[src/rtl/word_narrow.sv]
// rtl/word_narrow.sv - stream width-down converter (IN_W -> OUT_W chunks); define WORD_NARROW_CNT_EN for word/packet counters
module word_narrow #(
  parameter int IN_W      = 8,
  parameter int OUT_W     = 4,
  parameter int MSB_FIRST = 0
) (
  input  logic                               clk,
  input  logic                               rst_n,
  input  logic                               in_valid,
  output logic                               in_ready,
  input  logic [IN_W-1:0]                    in_data,
  input  logic                               in_last,
  output logic                               out_valid,
  input  logic                               out_ready,
  output logic [OUT_W-1:0]                   out_data,
  output logic                               out_last,
  output logic [$clog2(IN_W/OUT_W)-1:0]      out_idx
`ifdef WORD_NARROW_CNT_EN
  ,
  output logic [15:0]                        word_cnt,
  output logic [7:0]                         pkt_cnt
`endif
);

  localparam int N     = IN_W / OUT_W;
  localparam int IDX_W = $clog2(N);
  localparam logic [IDX_W-1:0] LAST_IDX = IDX_W'(N - 1);

  typedef enum logic {IDLE, BUSY} state_e;

  state_e            state_q;
  logic              live_q;     // low during reset and the first cycle after it
  logic [IN_W-1:0]   shreg_q;    // current chunk always sits at the output end
  logic              last_q;
  logic [IDX_W-1:0]  idx_q;
  logic              out_valid_q;
  logic              out_last_q;

  logic [IN_W-1:0]   shreg_d;
  logic [IDX_W-1:0]  idx_d;
  logic              at_last;
  logic              out_fire;
  logic              in_fire;

  assign idx_d    = idx_q + IDX_W'(1);
  assign at_last  = (idx_q == LAST_IDX);
  assign out_fire = out_valid_q && out_ready;
  assign in_ready = live_q && ((state_q == IDLE) || (out_fire && at_last));
  assign in_fire  = in_valid && in_ready;

  // Chunk order is fixed at elaboration: shift toward the end that feeds out_data.
  if (MSB_FIRST != 0) begin : g_msb
    assign out_data = shreg_q[IN_W-1 -: OUT_W];
    assign shreg_d  = shreg_q << OUT_W;
  end else begin : g_lsb
    assign out_data = shreg_q[OUT_W-1:0];
    assign shreg_d  = shreg_q >> OUT_W;
  end

  assign out_valid = out_valid_q;
  assign out_last  = out_last_q;
  assign out_idx   = idx_q;

  // IDLE/BUSY sequencer: load a word, walk its chunks, reload on the final chunk if another word waits.
  always_ff @(posedge clk or negedge rst_n) begin
    if (!rst_n) begin
      state_q     <= IDLE;
      live_q      <= 1'b0;
      shreg_q     <= '0;
      last_q      <= 1'b0;
      idx_q       <= '0;
      out_valid_q <= 1'b0;
      out_last_q  <= 1'b0;
    end else begin
      live_q <= 1'b1;
      case (state_q)
        IDLE: begin
          if (in_fire) begin
            state_q     <= BUSY;
            shreg_q     <= in_data;
            last_q      <= in_last;
            idx_q       <= '0;
            out_valid_q <= 1'b1;
            out_last_q  <= 1'b0;
          end
        end
        BUSY: begin
          if (out_fire) begin
            if (!at_last) begin
              shreg_q    <= shreg_d;
              idx_q      <= idx_d;
              out_last_q <= last_q && (idx_d == LAST_IDX);
            end else if (in_fire) begin
              // Back-to-back word: no bubble between the last chunk and the next first chunk.
              shreg_q     <= in_data;
              last_q      <= in_last;
              idx_q       <= '0;
              out_valid_q <= 1'b1;
              out_last_q  <= 1'b0;
            end else begin
              state_q     <= IDLE;
              shreg_q     <= '0;
              last_q      <= 1'b0;
              idx_q       <= '0;
              out_valid_q <= 1'b0;
              out_last_q  <= 1'b0;
            end
          end
        end
        default: begin
          state_q     <= IDLE;
          out_valid_q <= 1'b0;
          out_last_q  <= 1'b0;
          idx_q       <= '0;
        end
      endcase
    end
  end

`ifdef WORD_NARROW_CNT_EN
  // Count completed words and completed packets; both wrap naturally.
  always_ff @(posedge clk or negedge rst_n) begin
    if (!rst_n) begin
      word_cnt <= '0;
      pkt_cnt  <= '0;
    end else if (out_fire && at_last) begin
      word_cnt <= word_cnt + 16'd1;
      if (out_last_q) begin
        pkt_cnt <= pkt_cnt + 8'd1;
      end
    end
  end
`endif

endmodule

[config.mk]
export PLATFORM = sky130hd
export DESIGN_NAME = word_narrow
export DESIGN_NICKNAME = d
export VERILOG_FILES = /design/src/rtl/word_narrow.sv
export SDC_FILE = /design/constraint.sdc
export NUM_CORES = 1
export LEC_CHECK = 0
export BUFFER_PORTS_ARGS = -buffer_cell sky130_fd_sc_hd__buf_2
export CELL_PAD_IN_SITES_DETAIL_PLACEMENT = 1
export CELL_PAD_IN_SITES_GLOBAL_PLACEMENT = 1
export CORE_UTILIZATION = 39
export CTS_CLUSTER_DIAMETER = 120
export DETAILED_ROUTE_END_ITERATION = 8
export MAX_ROUTING_LAYER = met4
export PLACE_DENSITY = 0.82
export SLEW_MARGIN = 20
export SYNTH_ARGS = -nofsm -noshare
export SYNTH_HDL_FRONTEND = slang
export SYNTH_SLANG_ARGS = --single-unit
[constraint.sdc]
create_clock -name clk -period 4.1 [get_ports clk]
set_clock_uncertainty 0.15 [all_clocks]
set_input_delay 0.82 -clock clk [delete_from_list [all_inputs] [get_ports clk]]
set_output_delay 0.82 -clock clk [all_outputs]
set_load 0.1 [all_outputs]
==> results of run 1 <==
sequential cells by signal, summed over array words and instances (netlist names):
| register | count |
|---|---|
| shreg_q | 8 |
| state_q | 1 |
| last_q | 1 |
| out_valid | 1 |
| out_idx | 1 |
| out_last | 1 |
| live_q | 1 |
cells by family after synthesis:
kind of cell	Yosys count	share of synthesized area (%)
AO/OA/AOI/OAI	15	22.2
flip-flops	14	55.9
AND/OR/NAND/NOR	14	13.0
buffers and inverters	6	8.38
other	1	0.598
stage by stage:
| step | cells | utilization (%) | setup slack, ns | cell area [µm²] |
|---|---|---|---|---|
| 2_1_floorplan | 50 | - | 1.27 | 627 |
| 3_3_place_gp | 80 | 46.1 | 1.40 | 694 |
| 3_5_place_dp | 80 | 46.1 | 1.37 | 694 |
| 4_1_cts | 84 | 48.5 | 1.36 | 731 |
| 5_1_grt | 84 | 48.5 | 1.28 | 731 |
| 6_report | 84 | 48.5 | 1.36 | 731 |
routing by layer:
metal  vias to the layer above  global-route usage, %  part of all wire [%]
met5                         -                      -                     0
met4                         0                   9.38                   1.1
met3                         2                   4.31                   4.4
met2                        12                   24.1                    47
met1                       223                   20.1                    47
li1                        218                      -                     -
critical path: stages:
cell and delay, ns:
buf_2 0.11, nand3_1 0.16, nand2_1 0.13, and2_2 0.14, buf_2 0.41
layout make-up:
type                            instances  share of cell area, %
Timing Repair Buffer                   20                   13.7
Sequential cell                        14                   47.9
Multi-Input combinational cell         30                   30.7
Clock buffer                            4                   4.97
Tap cell                               16                   2.74
worst min path at each step:
stage / endpoint / slack [ns] / cells past startpoint
finish: shreg_q[7] / 0.27 / 1
global route: shreg_q[7] / 0.27 / 1
CTS: shreg_q[5] / 0.28 / 1
detailed placement: out_last / 0.33 / 1
global placement: shreg_q[4] / 0.33 / 1
floorplan: shreg_q[4] / 0.32 / 1
cell usage in the layout, fill, tap and decap left out, types with 2 or more instances in the layout:
cell / instances
clkbuf_4: 3
a221o_1: 4
buf_2: 20
a22o_2: 5
nand2_1: 2
and2_1: 4
dfrtp_1: 14
nand3_1: 5
==> results.toml, run 1 <==
[placement]
io_buffers = 20
dp_hpwl_um = 874
gp_congestion = 0.806

[clock_network]
post_cts_buffers = 0
cts-resized-gates = 0
cts-hold-fix-buffers = 0
cts_max_level = 1
cts_buffers = 3
cts.sinks = 14
clkLatencyLatePin_ns = 0.28
clockBufferDepth = 2
cts-root-buf = "clkbuf_4"
tritoncts = "built"
path_clk_slew_ns = 0.09

[logic_synthesis]
yosys.cell_count.top_type = "dfrtp_1"
synth_top_area_share_pct = 55.9
yosysWarnings = 0
yosys.area.top_type = "dfrtp_1"
synthCells = 50
synth_cell_type_count = 18
async_flop_share_pct = 100
postSynthAreaPerCell_um2 = 12.5
ys.flop_type = "dfrtp_1"
syn-num-nets = 63
synth-seq-cells = 14
synth_common_cells = "dfrtp_1 (14), a22o_2 (5), nand3_1 (5)"
synth_area_leaders = "dfrtp_1 (56%), a22o_2 (8.0%), a221o_1 (6.4%), buf_4 (4.8%), and2_1 (4.0%)"
syn_area_um2 = 627
ys_seq_area_share_pct = 55.9
synth_edf_count = 0

[final_layout]
multi_input_area_um2 = 224
drive_gt1_share_pct = 48.5
nFillCells = 171
seqCellArea_um2 = 350
fin_nets = 82
syn_to_final_growth_pct = 16.6
antenna_cells = 0

[timing]
finalSetupTns_ns = 0
fmax_mhz = 365
finalCritPeriodShare_pct = 66.9
holdWs_ns = 0.267
hold_viol_final = 0
final-max-slew-violation-count = 0
rsz0062_at_grt = "no"
period_needed_ns = 2.74
setup_violations = 0

[worst_setup_path]
ff2ff_path_depth = 3
crit_arrival_ns = 1.77
required_ns = 3.13
r2r_slack_ns = 2.61
crit_fanout = 4
path_class = "in2out"
reg2reg_from = "state_q"
reg2reg_to = "shreg_q[2]"
cp-start-kind = "input pin"
crit_start = "out_ready"
timing.critical_path.to = "in_ready"
setup.worst_path.end_class = "output pin"

[global_routing]
overflow = 0
grt_usage_pct = 16.2
antenna_found_initial = 0
grt_pass1_wl_um = 2070
grt_max_degree = 15
grt_pass1_vias = 471

[outcome]
outcome = "complete, no violations"

[routing]
viasPerCell = 5.42
drt_pass1_iterations = 4
drc_errors = 0
drt_wl_total_um = 1200
drtIter0Drc = 10
dr_total_vias = 455
ant_nets = 0
wl_per_cell_um = 14.2

[floorplanning]
fp.dieH_um = 42.1
initial_core_util_pct = 41.6
num_rows = 14
core_mm2 = 0.00151
num_io_pins = 21
chipWidth_um = 42.1
dieArea_mm2 = 0.00177

[job]
maxCapViolCount = 0

[worst_hold_path]
hold_path.class = "in2async"
Power of run 1 is left out: the tool's default activity adds up to more than one toggle a clock period on the data nets, which glitch-free logic cannot reach.
==> run 2, diff against run 1 <==
--- a/config.mk
+++ b/config.mk
@@ -5,14 +5,15 @@
 export SDC_FILE = /design/constraint.sdc
 export NUM_CORES = 1
 export LEC_CHECK = 0
+export ABC_AREA = 1
 export BUFFER_PORTS_ARGS = -buffer_cell sky130_fd_sc_hd__buf_2
 export CELL_PAD_IN_SITES_DETAIL_PLACEMENT = 1
 export CELL_PAD_IN_SITES_GLOBAL_PLACEMENT = 1
-export CORE_UTILIZATION = 39
+export CORE_UTILIZATION = 35
 export CTS_CLUSTER_DIAMETER = 120
 export DETAILED_ROUTE_END_ITERATION = 8
 export MAX_ROUTING_LAYER = met4
-export PLACE_DENSITY = 0.82
+export PLACE_DENSITY = 0.78
 export SLEW_MARGIN = 20
 export SYNTH_ARGS = -nofsm -noshare
 export SYNTH_HDL_FRONTEND = slang
==> constraint.sdc (replaced) <==
create_clock -name clk -period 2.8 [get_ports clk]
set_clock_uncertainty 0.15 [all_clocks]
set_input_delay 0.56 -clock clk [delete_from_list [all_inputs] [get_ports clk]]
set_output_delay 0.56 -clock clk [all_outputs]
set_load 0.1 [all_outputs]
==> run 2 against run 1 <==
Compared with the run above:
- first-iteration DRC count decreased by 70%
- wire length up 7.0%
- sequential cell count stayed put
- via count rose by 18%
- clock-buffer cell count did not move
- non-clock buffer count did not move
- setup slack got worse by 0.87 ns
- final area increased by 11%
- cell count rose by 46%
- register-to-register slack got worse by 1.4 ns
- highest routed layer unchanged
==> results.toml, run 2 <==
[placement]
gp_congestion = 0.680
placed_cell_area_um2 = 776
dp_hpwl_um = 980
io_buffers = 20

[power_and_ir_drop]
leakagePower_nw = 0.464
power_density_mw_per_mm2 = 446
finalPower_uw = 362
ir_drop_uv = 243

[final_layout]
largest_reg_flops = 8
fin_nets = 112
top_register = "shreg_q"
fin_util_pct = 46.0
fin_area_um2 = 812
syn_to_final_growth_pct = 19.7
antenna_cells = 0
nFillCells = 233
drive_gt1_share_pct = 33.7
seqCellArea_um2 = 350
multi_input_area_um2 = 238
mostFrequentLayoutCells = "nand2_1 (20), buf_2 (20), inv_1 (14), dfrtp_1 (14), o21ai_0 (9)"

[routing]
drt_wl_total_um = 1280
viasPerCell = 4.38
dr_total_vias = 539
drt_pass1_iterations = 2
drc_errors = 0
drtIter0Drc = 3
wl_per_cell_um = 10.4
ant_nets = 0

[global_routing]
grt_usage_pct = 14.8
grt_pass1_wl_um = 2100
grt_max_degree = 15
grt_pass1_vias = 531
antenna_found_initial = 0
overflow = 0

[logic_synthesis]
synth_area_leaders = "dfrtp_1 (52%), nand2_1 (11%), inv_1 (7.7%), o21ai_0 (6.6%), a21oi_2 (5.2%)"
synth_cell_type_count = 15
async_flop_share_pct = 100
syn_area_um2 = 678
yosys.area.top_type = "dfrtp_1"
yosysWarnings = 0
ys.flop_type = "dfrtp_1"
synth_edf_count = 0
synth-seq-cells = 14
synthCells = 79
syn-num-nets = 92
synth_top_area_share_pct = 51.7
yosys.cell_count.top_type = "nand2_1"
ys_seq_area_share_pct = 51.7
synth_common_cells = "nand2_1 (20), dfrtp_1 (14), inv_1 (14)"
postSynthAreaPerCell_um2 = 8.58

[worst_setup_path]
cp-start-kind = "flop"
cp_common_cell = "nand2_1"
setup.worst_path.end_class = "output pin"
required_ns = 2.09
cpPeakStageDelay_ns = 0.45
slowest_stage = "dfrtp_1"
path_class = "reg2out"
crit_arrival_ns = 1.60
crit_fanout = 6
worstPathCellList = "nand2_1 -> nand2_1 -> nor2_4 -> buf_2"

[job]
maxCapViolCount = 0

[clock_network]
cts-hold-fix-buffers = 0
cts_buffers = 3
tritoncts = "built"
path_clk_slew_ns = 0.09
cts-resized-gates = 0
clkLatencyLatePin_ns = 0.28
cts.sinks = 14
cts-root-buf = "clkbuf_4"
post_cts_buffers = 0
cts_max_level = 1
clockBufferDepth = 2

[floorplanning]
fp.dieH_um = 46.0
num_io_pins = 21
num_rows = 15
initial_core_util_pct = 38.4
core_mm2 = 0.00176
dieArea_mm2 = 0.00212
chipWidth_um = 46.0

[timing]
hold_viol_final = 0
fmax_mhz = 433
period_needed_ns = 2.31
finalSetupTns_ns = 0
rsz0062_at_grt = "no"
finalCritPeriodShare_pct = 82.4
final-max-slew-violation-count = 0
setup_violations = 0

[outcome]
outcome = "complete, no violations"

[worst_hold_path]
hold_path.class = "in2async"
[run 2: cell types whose count changed in the layout (fill, tap and decap cells not counted), moves of 4 or more]
cell	before	now
a22o_2	5	0
inv_1	0	14
and2_1	4	0
o21ai_0	0	9
a221o_1	4	0
nor2_1	0	4
nand2_1	2	20
[run 2: cell families (layout without fill, tap and decap cells)]
group / count (synthesis) / after routing / share of synthesized area, %
and+or+nand+nor: 29 / 29 / 19.4
buffers and inverters: 20 / 39 / 14.4
AOI/OAI and AO/OA: 15 / 15 / 14.0
DFF: 14 / 14 / 51.7
other: 1 / 1 / 0.553
[run 2: worst paths after layout]
check	depth (start not counted)	start	slack, ns	endpoint
worst min register to register	2	last_q	0.36	last_q
worst max register to register	5	state_q	1.25	shreg_q[3]
worst min-delay path	1	rst_n	0.007	live_q
min in group clk	3	in_last	0.33	last_q
worst max-delay path	4	state_q	0.49	in_ready
max in group asynchronous	1	rst_n	2.25	shreg_q[3]
[run 2: area by class of cell]
class | instances | area share (%)
multi-input cells | 45 | 29.3
clock buffers | 4 | 4.47
flip-flops and latches | 14 | 43.1
inverters | 15 | 6.93
repair buffers | 20 | 12.3
well taps | 25 | 3.85
[run 2: per-layer routing]
layer | vias up | wire [µm] | share of wire, % | global-route usage, %
li1 | 274 | - | - | -
met1 | 250 | 548 | 43 | 16.4
met2 | 13 | 672 | 53 | 23.7
met3 | 2 | 40 | 3.1 | 2.38
met4 | 0 | 17 | 1.3 | 10.6
met5 | - | 0 | 0 | -
[run 2: critical path: cells and delay by family (launching register included)]
family | cells | cell delay, ns
flip-flops | 1 | 0.45
buffers and inverters | 1 | 0.42
AND/OR/NAND/NOR | 3 | 0.46
[run 2: where the power goes]
| part | internal (mW) | total (mW) | switching (mW) |
|---|---|---|---|
| clock | 0.0790 | 0.145 | 0.0662 |
| sequential | 0.203 | 0.204 | 0.000880 |
| combinational | 0.00593 | 0.0130 | 0.00704 |
[run 2: stage by stage]
stage                     hold slack (ns)  std cells  worst slack [ns]
after floorplan                     0.114         79             0.223
after global placement              0.314        119             0.635
after detailed placement            0.323        119             0.589
after CTS                         0.00920        123             0.465
after global routing               0.0154        123             0.401
final                             0.00740        123             0.493
(Power assumes the default switching activity.)
